## src/rtl/intersection_controller_if.sv

```systemverilog
// Signal bundle between the intersection phase sequencer and its environment.
// The master side supplies the demand inputs. The slave side presents the lamp drives.
interface intersection_controller_if;
  logic       ew_sensor;
  logic       ped_req;
  logic [2:0] ns_light;
  logic [2:0] ew_light;
  logic       walk;
  logic [2:0] phase;

  modport master (
    output ew_sensor,
    output ped_req,
    input  ns_light,
    input  ew_light,
    input  walk,
    input  phase
  );

  modport slave (
    input  ew_sensor,
    input  ped_req,
    output ns_light,
    output ew_light,
    output walk,
    output phase
  );
endinterface

```

## src/rtl/intersection_controller.sv

```systemverilog
// Two-road intersection phase sequencer.
// North-south green is the resting phase. Side-road vehicle demand or a latched
// pedestrian request moves the lights through yellow and all-red clearance.
// The sequence then serves the walk phase and/or east-west green before returning.
// Light outputs are {red, yellow, green}, one-hot, and decoded from the state only.
module intersection_controller #(
  parameter int GREEN_MIN    = 8,
  parameter int EW_GREEN_MIN = 4,
  parameter int EW_GREEN_MAX = 12,
  parameter int YELLOW       = 3,
  parameter int ALL_RED      = 2,
  parameter int WALK         = 6,
  parameter int CNT_W        = 8
) (
  input  logic                        clk,
  input  logic                        reset,
  intersection_controller_if.slave    bus
);

  // Phase encodings, also presented on the debug phase output.
  localparam logic [2:0] NS_GREEN  = 3'd0;
  localparam logic [2:0] NS_YELLOW = 3'd1;
  localparam logic [2:0] ALL_RED_A = 3'd2;
  localparam logic [2:0] WALK_PH   = 3'd3;
  localparam logic [2:0] EW_GREEN  = 3'd4;
  localparam logic [2:0] EW_YELLOW = 3'd5;
  localparam logic [2:0] ALL_RED_B = 3'd6;

  // Lamp patterns, {red, yellow, green}.
  localparam logic [2:0] LAMP_RED    = 3'b100;
  localparam logic [2:0] LAMP_YELLOW = 3'b010;
  localparam logic [2:0] LAMP_GREEN  = 3'b001;

  // Final timer value of each phase. A duration of 2^CNT_W still fits because only duration-1 is stored.
  localparam logic [CNT_W-1:0] GREEN_LAST  = CNT_W'(GREEN_MIN - 1);
  localparam logic [CNT_W-1:0] EW_MIN_LAST = CNT_W'(EW_GREEN_MIN - 1);
  localparam logic [CNT_W-1:0] EW_MAX_LAST = CNT_W'(EW_GREEN_MAX - 1);
  localparam logic [CNT_W-1:0] YELLOW_LAST = CNT_W'(YELLOW - 1);
  localparam logic [CNT_W-1:0] ALLRED_LAST = CNT_W'(ALL_RED - 1);
  localparam logic [CNT_W-1:0] WALK_LAST   = CNT_W'(WALK - 1);

  logic [2:0]       state;
  logic [2:0]       next_state;
  logic [CNT_W-1:0] timer;
  logic             ew_pending;
  logic             ped_pending;
  logic             enter_ew;
  logic             enter_walk;
  logic             state_change;
  logic [2:0]       ns_raw;
  logic [2:0]       ew_raw;
  logic             walk_raw;
  logic             conflict;

  assign state_change = (next_state != state);
  assign enter_ew     = (next_state == EW_GREEN) && (state != EW_GREEN);
  assign enter_walk   = (next_state == WALK_PH)  && (state != WALK_PH);

  // Next-phase selection from the current timer and the registered request latches.
  always_comb begin
    next_state = state;
    case (state)
      NS_GREEN: begin
        if ((timer == GREEN_LAST) && (ew_pending || ped_pending))
          next_state = NS_YELLOW;
      end
      NS_YELLOW: begin
        if (timer == YELLOW_LAST)
          next_state = ALL_RED_A;
      end
      ALL_RED_A: begin
        if (timer == ALLRED_LAST) begin
          if (ped_pending)
            next_state = WALK_PH;
          else if (ew_pending)
            next_state = EW_GREEN;
          else
            next_state = NS_GREEN;
        end
      end
      WALK_PH: begin
        if (timer == WALK_LAST)
          next_state = ew_pending ? EW_GREEN : NS_GREEN;
      end
      EW_GREEN: begin
        if ((timer == EW_MAX_LAST) || ((timer >= EW_MIN_LAST) && !bus.ew_sensor))
          next_state = EW_YELLOW;
      end
      EW_YELLOW: begin
        if (timer == YELLOW_LAST)
          next_state = ALL_RED_B;
      end
      ALL_RED_B: begin
        if (timer == ALLRED_LAST)
          next_state = NS_GREEN;
      end
      default: next_state = NS_GREEN;
    endcase
  end

  // The phase register is the only source of the outputs.
  always_ff @(posedge clk or negedge reset) begin
    if (!reset)
      state <= NS_GREEN;
    else
      state <= next_state;
  end

  // Phase timer: restarts on every change and holds at the NS minimum so an idle main road never wraps.
  always_ff @(posedge clk or negedge reset) begin
    if (!reset)
      timer <= '0;
    else if (state_change)
      timer <= '0;
    else if ((state == NS_GREEN) && (timer == GREEN_LAST))
      timer <= timer;
    else
      timer <= timer + CNT_W'(1);
  end

  // Side-road demand latch. A vehicle seen outside EW green is remembered until EW green is entered.
  always_ff @(posedge clk or negedge reset) begin
    if (!reset)
      ew_pending <= 1'b0;
    else if (enter_ew)
      ew_pending <= 1'b0;
    else if (bus.ew_sensor && (state != EW_GREEN))
      ew_pending <= 1'b1;
  end

  // Pedestrian latch. Presses during the walk phase are ignored because the walk is already being served.
  always_ff @(posedge clk or negedge reset) begin
    if (!reset)
      ped_pending <= 1'b0;
    else if (enter_walk)
      ped_pending <= 1'b0;
    else if (bus.ped_req && (state != WALK_PH))
      ped_pending <= 1'b1;
  end

  // Moore lamp decode. Unlisted encodings show all red as the safe choice.
  always_comb begin
    ns_raw   = LAMP_RED;
    ew_raw   = LAMP_RED;
    walk_raw = 1'b0;
    case (state)
      NS_GREEN:  ns_raw = LAMP_GREEN;
      NS_YELLOW: ns_raw = LAMP_YELLOW;
      EW_GREEN:  ew_raw = LAMP_GREEN;
      EW_YELLOW: ew_raw = LAMP_YELLOW;
      WALK_PH:   walk_raw = 1'b1;
      default: begin
        ns_raw   = LAMP_RED;
        ew_raw   = LAMP_RED;
        walk_raw = 1'b0;
      end
    endcase
  end

  // Last-line interlock: if the decode ever produced conflicting indications, force everything to red.
  always_comb begin
    conflict     = ((ns_raw != LAMP_RED) && (ew_raw != LAMP_RED)) ||
                   (walk_raw && ((ns_raw != LAMP_RED) || (ew_raw != LAMP_RED)));
    bus.ns_light = conflict ? LAMP_RED : ns_raw;
    bus.ew_light = conflict ? LAMP_RED : ew_raw;
    bus.walk     = conflict ? 1'b0     : walk_raw;
    bus.phase    = state;
  end

endmodule

```

## src/flat_wrapper.sv

```systemverilog
// flat-port wrapper written by rule: the top's interface ports become plain ports
module intersection_controller_flat 
#(
  parameter int GREEN_MIN    = 8,
  parameter int EW_GREEN_MIN = 4,
  parameter int EW_GREEN_MAX = 12,
  parameter int YELLOW       = 3,
  parameter int ALL_RED      = 2,
  parameter int WALK         = 6,
  parameter int CNT_W        = 8
)
  (clk, reset, bus_ew_sensor, bus_ped_req, bus_ns_light, bus_ew_light, bus_walk, bus_phase);
  intersection_controller_if bus_i ();
  input  logic clk;
  input  logic reset;
  input wire logic [$bits(bus_i.ew_sensor)-1:0] bus_ew_sensor;
  input wire logic [$bits(bus_i.ped_req)-1:0] bus_ped_req;
  output wire logic [$bits(bus_i.ns_light)-1:0] bus_ns_light;
  output wire logic [$bits(bus_i.ew_light)-1:0] bus_ew_light;
  output wire logic [$bits(bus_i.walk)-1:0] bus_walk;
  output wire logic [$bits(bus_i.phase)-1:0] bus_phase;
  assign bus_i.ew_sensor = bus_ew_sensor;
  assign bus_i.ped_req = bus_ped_req;
  assign bus_ns_light = bus_i.ns_light;
  assign bus_ew_light = bus_i.ew_light;
  assign bus_walk = bus_i.walk;
  assign bus_phase = bus_i.phase;
  intersection_controller #(.GREEN_MIN(GREEN_MIN), .EW_GREEN_MIN(EW_GREEN_MIN), .EW_GREEN_MAX(EW_GREEN_MAX), .YELLOW(YELLOW), .ALL_RED(ALL_RED), .WALK(WALK), .CNT_W(CNT_W)) u_core (.clk(clk), .reset(reset), .bus(bus_i));
endmodule
```

## config.mk

```make
export PLATFORM = sky130hd
export DESIGN_NAME = intersection_controller_flat
export DESIGN_NICKNAME = d
export VERILOG_FILES = /design/src/rtl/intersection_controller_if.sv /design/src/rtl/intersection_controller.sv /design/src/flat_wrapper.sv
export SDC_FILE = /design/constraint.sdc
export NUM_CORES = 1
export LEC_CHECK = 0
export CAP_MARGIN = 20
export CORE_ASPECT_RATIO = 1.1
export CORE_MARGIN = 5
export CORE_UTILIZATION = 56
export DETAILED_ROUTE_END_ITERATION = 12
export PLACE_DENSITY_LB_ADDON = 0.05
export SLEW_MARGIN = 10
export SYNTH_ARGS = -nofsm -noshare
export SYNTH_HDL_FRONTEND = slang
export SYNTH_SLANG_ARGS = --single-unit
```

## constraint.sdc

```tcl
create_clock -name clk -period 4.5 [get_ports clk]
set_clock_uncertainty 0.2 [all_clocks]
set_input_delay 0.675 -clock clk [delete_from_list [all_inputs] [get_ports clk]]
set_output_delay 0.675 -clock clk [all_outputs]
set_load 0.02 [all_outputs]
```

==> results of run 1 <==
cell type report:
class,instances,area (sq um),area share
clock buffer,4,26.3,0.0253
inverter,7,26.3,0.0253
multi-input combinational,74,508,0.490
sequential,13,325,0.314
tap,17,21.3,0.0205
timing repair buffer,13,130,0.125
Yosys cell counts, drive strengths merged, types with 2 or more instances:
| cell | number |
|---|---|
| nand3 | 4 |
| or3 | 2 |
| nand2 | 10 |
| buf | 2 |
| nand3b | 2 |
| dfrtp | 13 |
| ha | 3 |
| xor2 | 2 |
| nor2 | 9 |
| nand4b | 2 |
| nor4 | 2 |
| a21oi | 4 |
| nand2b | 2 |
| nor3 | 6 |
| xnor2 | 3 |
| o21ai | 4 |
| inv | 7 |
| mux2i | 2 |
| clkbuf | 3 |
| or2 | 2 |
| nor2b | 2 |
worst max-delay path, stage by stage (launching register included):
cell             delay (ns)
dfrtp_1                0.51
nor3b_1                0.44
clkdlybuf4s50_1        0.70
logic make-up (layout without fill, tap and decap cells):
family | after synthesis | count (layout) | share of synthesized area
mux | 2 | 2 | 0.0223
xor+xnor | 5 | 5 | 0.0489
fa+ha+maj | 3 | 3 | 0.0419
compound gates | 17 | 17 | 0.147
flops | 13 | 13 | 0.363
buf+inv | 12 | 24 | 0.0698
simple gates | 47 | 47 | 0.307
metrics by stage:
stage | std cells | utilization
after floorplan | 99 | -
after detailed placement | 124 | 0.657
final | 128 | 0.674
after CTS | 128 | 0.674
after global routing | 128 | 0.674
after global placement | 124 | 0.657
registers in the layout (all words and copies together) (netlist names):
| signal | cells |
|---|---|
| u_core.timer | 8 |
| u_core.bus.phase | 3 |
| u_core.ped_pending | 1 |
| u_core.ew_pending | 1 |
metal layers:
metal / global-route usage / up-vias
met2: 0.308 / 13
met3: 0.0208 / 2
met5: 0 / -
met4: 0.0538 / 0
met1: 0.232 / 351
li1: - / 369
power by group through the flow:
stage | clock [mW] | combinational, mW | sequential [mW]
2_1_floorplan | 0 | 0.342 | 0.212
3_3_place_gp | 0 | 0.419 | 0.244
3_5_place_dp | 0 | 0.426 | 0.249
6_report | 0.0703 | 0.425 | 0.247
5_1_grt | 0.0816 | 0.471 | 0.258
4_1_cts | 0.0759 | 0.427 | 0.246
how the worst min path moves through the flow:
stage	start	end	slack, ns
2_1_floorplan	reset	u_core.bus.phase[0]	0.18
3_3_place_gp	u_core.ew_pending	u_core.bus.phase[2]	0.30
3_5_place_dp	u_core.ew_pending	u_core.bus.phase[2]	0.31
4_1_cts	u_core.ew_pending	u_core.bus.phase[2]	0.33
5_1_grt	u_core.ew_pending	u_core.bus.phase[2]	0.35
6_report	u_core.ew_pending	u_core.bus.phase[2]	0.32
==> results.sh, run 1 <==
export IMPL_die_x_um=48.1
export IMPL_routedWlPerCell_um=14.6
export IMPL_slew_headroom=0.583
export IMPL_grt_remaining_overflow=0
export IMPL_drt_vias_per_instance=5.74
export IMPL_cts_root_buf="clkbuf_4"
export IMPL_fillers=137
export IMPL_r2r_end="u_core.timer[2]"
export IMPL_cts_tree="done"
export IMPL_max_freq_mhz=358
export IMPL_p_leak_nw=0.449
export IMPL_period_share=0.622
export IMPL_swShare=0.475
export IMPL_final_area_sq_um=1040
export IMPL_grt_pass1_wl_um=3290
export IMPL_worstPathArrival_ns=1.92
export IMPL_yosysSeqAreaShare=0.363
export IMPL_place_area_sq_um=1010
export IMPL_fp_dieArea_sq_um=2500
export IMPL_cp_end_kind="output port"
export IMPL_slew_violations=0
export IMPL_area_delta_synth_final_pct=15.8
export IMPL_coreArea_sq_um=1540
export IMPL_fp_dieH_um=52.0
export IMPL_clock_sinks=13
export IMPL_required_ns=3.62
export IMPL_io_buffer_count=13
export IMPL_p_sw_mw=0.352
export IMPL_setup_viol=0
export IMPL_yosysWarnings=0
export IMPL_syn_cell_area_sq_um=896
export IMPL_cts_hold_buf=0
export IMPL_hpwl_um=1410
export IMPL_p_int_mw=0.389
export IMPL_drc=0
export IMPL_dr_max_layer_used="met4"
export IMPL_start_util=0.582
export IMPL_netlist_top_cells_area="dfrtp_1 36%, ha_1 4.2%, nand2_1 4.2%"
export IMPL_track_usage=0.181
export IMPL_dr_pass1_iters=4
export IMPL_finalPower_mw=0.742
export IMPL_route_met2_wl_um=980
export IMPL_finalHoldViolations=0
export IMPL_status="finished, final reports clean"
export IMPL_hold_path_cell_count=1
export IMPL_grt_pass1_vias=753
export IMPL_via_count=735
export IMPL_drt_wl_total_um=1870
export IMPL_timing_final_ws_setup_ns=1.70
export IMPL_gp_congestion=0.811
export IMPL_antenna_left=0
export IMPL_crit_path_start_kind="register"
export IMPL_cap_violations=0
export IMPL_reg2regPathDepth=5
export IMPL_synthFlopType="dfrtp_1"
export IMPL_io_pins=14
export IMPL_async_flop_share=1.00
export IMPL_min_path_type="reg -> reg"
export IMPL_cts_buffers_inserted=3
export IMPL_fin_crit_ns=2.80
export IMPL_rsz0062_at_grt="no"
export IMPL_synth_cells=99
export IMPL_p_comb_frac=0.573
export IMPL_tightestPinTransition_ns=0.624
export IMPL_drtIter0Drc=11
export IMPL_synth_top_cell_area_share=0.363
export IMPL_grt_max_degree=16
export IMPL_tns_ns=0
export IMPL_cts_resized=0
export IMPL_row_count=15
export IMPL_reg2reg_setup_slack_ns=2.38
export IMPL_postSynthAreaPerCell_sq_um=9.05
export IMPL_n_antenna_cell=0
export IMPL_drive_gt1_frac=0.108
export IMPL_synth_cell_type_count=39
export IMPL_irDropWorstVdd_mv=0.348
export IMPL_synth_ff_latch_count=13
export IMPL_wl_met3_um=72
export IMPL_path_max_fanout=12
export IMPL_critPathLaunch="u_core.bus.phase[2]"
export IMPL_clk_path_buf_depth=2
export IMPL_holdWs_ns=0.318
export IMPL_pwr_share_clk=0.095
export IMPL_power_share_sequential=0.332
export IMPL_drt_met1_wl_um=804
export IMPL_rr_startpoint="u_core.timer[7]"
export IMPL_clk_latency_ns=0.27
export IMPL_syn_nets=106
export IMPL_powerDensity_nw_per_um2=715
export IMPL_place_ws_ns=2.00
export IMPL_layout_common_cells="13 x clkdlybuf4s50_1, 13 x dfrtp_1, 10 x nand2_1, 8 x nor2_1, 7 x inv_1"
export IMPL_clkTransAtPathRegs_ns=0.08
export IMPL_cts_setup_buffers=0
export IMPL_antenna_found_initial=0
export IMPL_endpoint="bus_ew_light[0]"
export IMPL_num_nets_final=119
export IMPL_path_class="reg -> out"
export IMPL_synth_edf_count=0
export IMPL_synth_top_cell_by_area="dfrtp_1"
export IMPL_cts_htree_levels=1
Power figures use the tool's default switching activity.
==> run 2, diff against run 1 <==
CORE_UTILIZATION = 47   (was 56)
clock period = 2.5 ns   (was 4.5 ns; I/O delays follow)
==> results.sh, run 2 (synthesis gave the netlist of run 1 again) <==
export IMPL_status="finished, final reports clean"
export IMPL_layout_common_cells="13 x clkdlybuf4s50_1, 11 x dfrtp_1, 10 x nand2_1, 8 x nor2_1, 7 x inv_1"
export IMPL_antenna_left=0
export IMPL_fp_dieH_um=55.8
export IMPL_final_common_cell="clkdlybuf4s50_1"
export IMPL_cts_root_buf="clkbuf_4"
export IMPL_crit_path_start_kind="register"
export IMPL_cp_end_kind="output port"
export IMPL_pwr_share_clk=0.095
export IMPL_track_usage=0.149
export IMPL_dr_pass1_iters=4
export IMPL_coreArea_sq_um=1800
export IMPL_min_path_type="in -> async"
export IMPL_finalPower_mw=1.36
export IMPL_p_comb_frac=0.573
export IMPL_grt_pass1_wl_um=3330
export IMPL_num_nets_final=120
export IMPL_path_max_fanout=11
export IMPL_clk_latency_ns=0.27
export IMPL_io_buffer_count=13
export IMPL_required_ns=1.92
export IMPL_fin_crit_ns=2.43
export IMPL_period_share=0.972
export IMPL_n_antenna_cell=0
export IMPL_drt_vias_per_instance=5.59
export IMPL_clock_sinks=13
export IMPL_grt_pass1_vias=757
export IMPL_rsz0062_at_grt="no"
export IMPL_drc=0
export IMPL_io_pins=14
export IMPL_start_util=0.497
export IMPL_p_int_mw=0.721
export IMPL_antenna_found_initial=0
export IMPL_irDropWorstVdd_mv=0.645
export IMPL_worstPathArrival_ns=1.86
export IMPL_grt_max_degree=16
export IMPL_via_count=727
export IMPL_clk_path_buf_depth=2
export IMPL_area_delta_synth_final_pct=17.6
export IMPL_p_sw_mw=0.635
export IMPL_die_x_um=51.6
export IMPL_cts_setup_buffers=0
export IMPL_max_flop_register="u_core.timer"
export IMPL_grt_remaining_overflow=0
export IMPL_tightestPinTransition_ns=0.589
export IMPL_drtIter0Drc=11
export IMPL_largest_reg_flops=8
export IMPL_cts_hold_buf=0
export IMPL_slew_violations=0
export IMPL_cts_tree="done"
export IMPL_hpwl_um=1390
export IMPL_power_share_sequential=0.332
export IMPL_finalHoldViolations=0
export IMPL_clkTransAtPathRegs_ns=0.08
export IMPL_max_freq_mhz=411
export IMPL_drt_wl_total_um=1820
export IMPL_gp_congestion=0.792
export IMPL_row_count=16
export IMPL_path_class="reg -> out"
export IMPL_setup_viol=0
export IMPL_drive_gt1_frac=0.143
export IMPL_p_leak_nw=0.452
export IMPL_fp_dieArea_sq_um=2880
export IMPL_cts_htree_levels=1
export IMPL_swShare=0.468
export IMPL_cap_violations=0
export IMPL_tns_ns=0
export IMPL_powerDensity_nw_per_um2=1290
export IMPL_cts_buffers_inserted=3
export IMPL_holdWs_ns=0.268
export IMPL_routedWlPerCell_um=14.0
export IMPL_slew_headroom=0.606
[run 2: cell count changes in the layout (fill, tap and decap cells not counted), sizes merged]
cell / previous run / this run
buf: 0 / 1
[run 2: critical path, cell delays in order, from the launching register on]
cell and delay [ns]:
dfrtp_2 0.48, or3_4 0.44, inv_1 0.07, clkdlybuf4s50_1 0.59
[run 2: power groups by stage]
stage / Sequential (mW) / Clock, mW / Combinational (mW)
2_1_floorplan: 0.382 / 0 / 0.615
3_3_place_gp: 0.439 / 0 / 0.767
3_5_place_dp: 0.449 / 0 / 0.769
4_1_cts: 0.445 / 0.133 / 0.772
5_1_grt: 0.471 / 0.144 / 0.868
6_report: 0.450 / 0.129 / 0.777
[run 2: path summary, 6_finish.rpt]
check / startpoint / endpoint / slack (ns) / cells after the start
worst max-delay path: u_core.bus.phase[0] / bus_ns_light[0] / 0.07 / 3
worst min-delay path: reset / u_core.timer[6] / 0.27 / 1
worst max register to register: u_core.timer[7] / u_core.timer[2] / 0.39 / 5
worst min register to register: u_core.ew_pending / u_core.bus.phase[2] / 0.32 / 1
max in group asynchronous: reset / u_core.bus.phase[1] / 1.41 / 1
min in group clk: u_core.ew_pending / u_core.bus.phase[2] / 0.32 / 1
[run 2: area by class of cell]
type / count / area (sq um)
multi-input combinational: 74 / 513
clock buffer: 4 / 26.3
timing repair buffer: 14 / 138
sequential: 13 / 328
fill: 160 / 748
inverter: 7 / 26.3
tap: 18 / 22.5
[run 2: metrics by stage]
stage	setup slack (ns)	std cells	instance area, sq um	util
after floorplan	0.356	99	896	-
after global placement	0.319	126	1020	0.566
after detailed placement	0.285	126	1020	0.566
after CTS	0.0122	130	1050	0.581
after global routing	0.00539	130	1050	0.585
final	0.0698	130	1050	0.585
[run 2: repair_timing]
action	in CTS	in global routing
pin swaps	0	0
endpoints found under the setup margin	1	1
resized for setup	1	2
[run 2: per-layer routing]
metal  global-route usage  vias up  wire length, um
li1                     -      370                -
met4               0.0562        0               26
met2                0.238       13              884
met1                0.193      340              845
met5                    0        -                0
met3               0.0322        4               59
==> run 3, diff against run 2 <==
SKIP_LAST_GASP = 1   (was not set)
==> results of run 3 <==
The final DEF is identical to that of run 2; final timing and power are the same.
==> RTL change, RTL diff (flow settings as in run 3) <==
Reset style: synchronous (`reset`), changed in 4 clocked blocks.
--- a/src/rtl/intersection_controller.sv
+++ b/src/rtl/intersection_controller.sv
@@ -99,7 +99,7 @@
   end
 
   // The phase register is the only source of the outputs.
-  always_ff @(posedge clk or negedge reset) begin
+  always_ff @(posedge clk) begin
     if (!reset)
       state <= NS_GREEN;
     else
@@ -107,7 +107,7 @@
   end
 
   // Phase timer: restarts on every change and holds at the NS minimum so an idle main road never wraps.
-  always_ff @(posedge clk or negedge reset) begin
+  always_ff @(posedge clk) begin
     if (!reset)
       timer <= '0;
     else if (state_change)
@@ -119,7 +119,7 @@
   end
 
   // Side-road demand latch. A vehicle seen outside EW green is remembered until EW green is entered.
-  always_ff @(posedge clk or negedge reset) begin
+  always_ff @(posedge clk) begin
     if (!reset)
       ew_pending <= 1'b0;
     else if (enter_ew)
@@ -129,7 +129,7 @@
   end
 
   // Pedestrian latch. Presses during the walk phase are ignored because the walk is already being served.
-  always_ff @(posedge clk or negedge reset) begin
+  always_ff @(posedge clk) begin
     if (!reset)
       ped_pending <= 1'b0;
     else if (enter_walk)
Check against the original RTL: differs if reset is asserted again (counterexample within 10 cycles, from zero or initial values and one cycle with reset low); with reset held inactive, the same outputs for 10 cycles.
==> RTL change against run 3 <==
- routed wire length up 12%
- synthesized area grew 1.8%
- count of clock-buffer cells in the layout unchanged
- maximum frequency rose by 2.8%
- setup slack better by 0.067 ns
- critical path depth stayed put
- sequential cell count did not move
- final area is 3.7% higher
Power is left out: it rests on default switching activity, and per cell area and clock period it moved more than threefold.
==> RTL change: results (changes against run 3) <==
Run status
  – Status: finished, final reports clean (unchanged)

Worst setup path
  – CP Launch Point: u_core.bus.phase[0] (unchanged)
  – Crit Path Max Fanout: 12 (was 11)
  – Crit path DAT: 1.79 ns (was 1.86 ns)
  – FF-to-FF End: u_core.timer[5] (was u_core.timer[2])
  – Reg2reg setup slack: 0.26 ns (was 0.39 ns)

Final layout
  – Fraction of layout cells with a size suffix above 1: 14.9% (was 14.3%)
  – # nets final: 129 (was 120)

GRT
  – Met1 Use GR: 20.0% (was 19.3%)
  – Vias in the first global route: 823 (was 757)
  – Largest net degree at the start of global routing: 13 (was 16)
  – Met2 Usage GRT: 26.4% (was 23.8%)
  – First-pass GRT wire length: 3650 um (was 3330 um)

Routing
  – Post-Route M1 WL: 936 um (was 845 um)
  – Per-cell routed wire length: 13.7 um (was 14.0 um)
  – Total Wirelength: 2030 um (was 1820 um)

STA
  – Hold WS: 0.347 ns (was 0.268 ns)
  – Final period util: 94.5% (was 97.2%)
  – Least-Margin Pin Slew: 0.359 ns (was 0.589 ns)

Placed design
  – Post-DP Area: 1060 um^2 (was 1020 um^2)
  – Worst slack, placed: 0.284 ns (was 0.285 ns)

Yosys
  – Commonest cells in the netlist: nor3_1, dfxtp_1, inv_1, nor2_1, nand2_1 (was dfrtp_1, nand2_1, nor2_1, inv_1, nor3_1)
  – Top cells by area, synth: dfxtp_1, nor3_1, ha_1 (was dfrtp_1, ha_1, nand2_1)
  – Main synth FF type: dfxtp_1 (was dfrtp_1)
  – Seq/Total Area, Yosys: 28.5% (was 36.3%)
  – Mapped Cells: 107 (was 99)

Min path
  – Hold WC Path Type: flop to flop (was input pin to asynchronous set/reset pin)
RTL change: cell count changes after synthesis, sizes merged, moves of 2 or more:
cell,run 3,this run
buf,2,4
dfxtp,0,13
dfrtp,13,0
nor3,6,14
nor2,9,7
o21ai,4,6
nand2,10,6
o311ai,0,2
a41oi,0,2
nand4,0,2
inv,7,9
mux2i,2,0
RTL change: timing repair:
item                       CTS  global route
hold endpoints to repair     0             0
pin swaps                    0             0
resized for setup            1             2
setup endpoints to repair    1             2
buffers inserted             0             0
hold buffers                 0             0
RTL change: cells by family (layout without fill, tap and decap cells):
group,count (synthesis),in the layout,synth area share [%]
compound gates,21,21,22.6
xor+xnor,5,5,4.80
fa+ha+maj,3,3,4.12
buf+inv,15,29,7.41
flops,13,13,28.5
mux,1,1,1.23
simple gates,49,49,31.3
RTL change: layout make-up:
class / instances / area [um^2]
timing repair buffer: 16 / 151
inverter: 9 / 33.8
sequential: 13 / 263
tap: 27 / 33.8
clock buffer: 4 / 26.3
multi-input combinational: 79 / 584
fill: 173 / 729
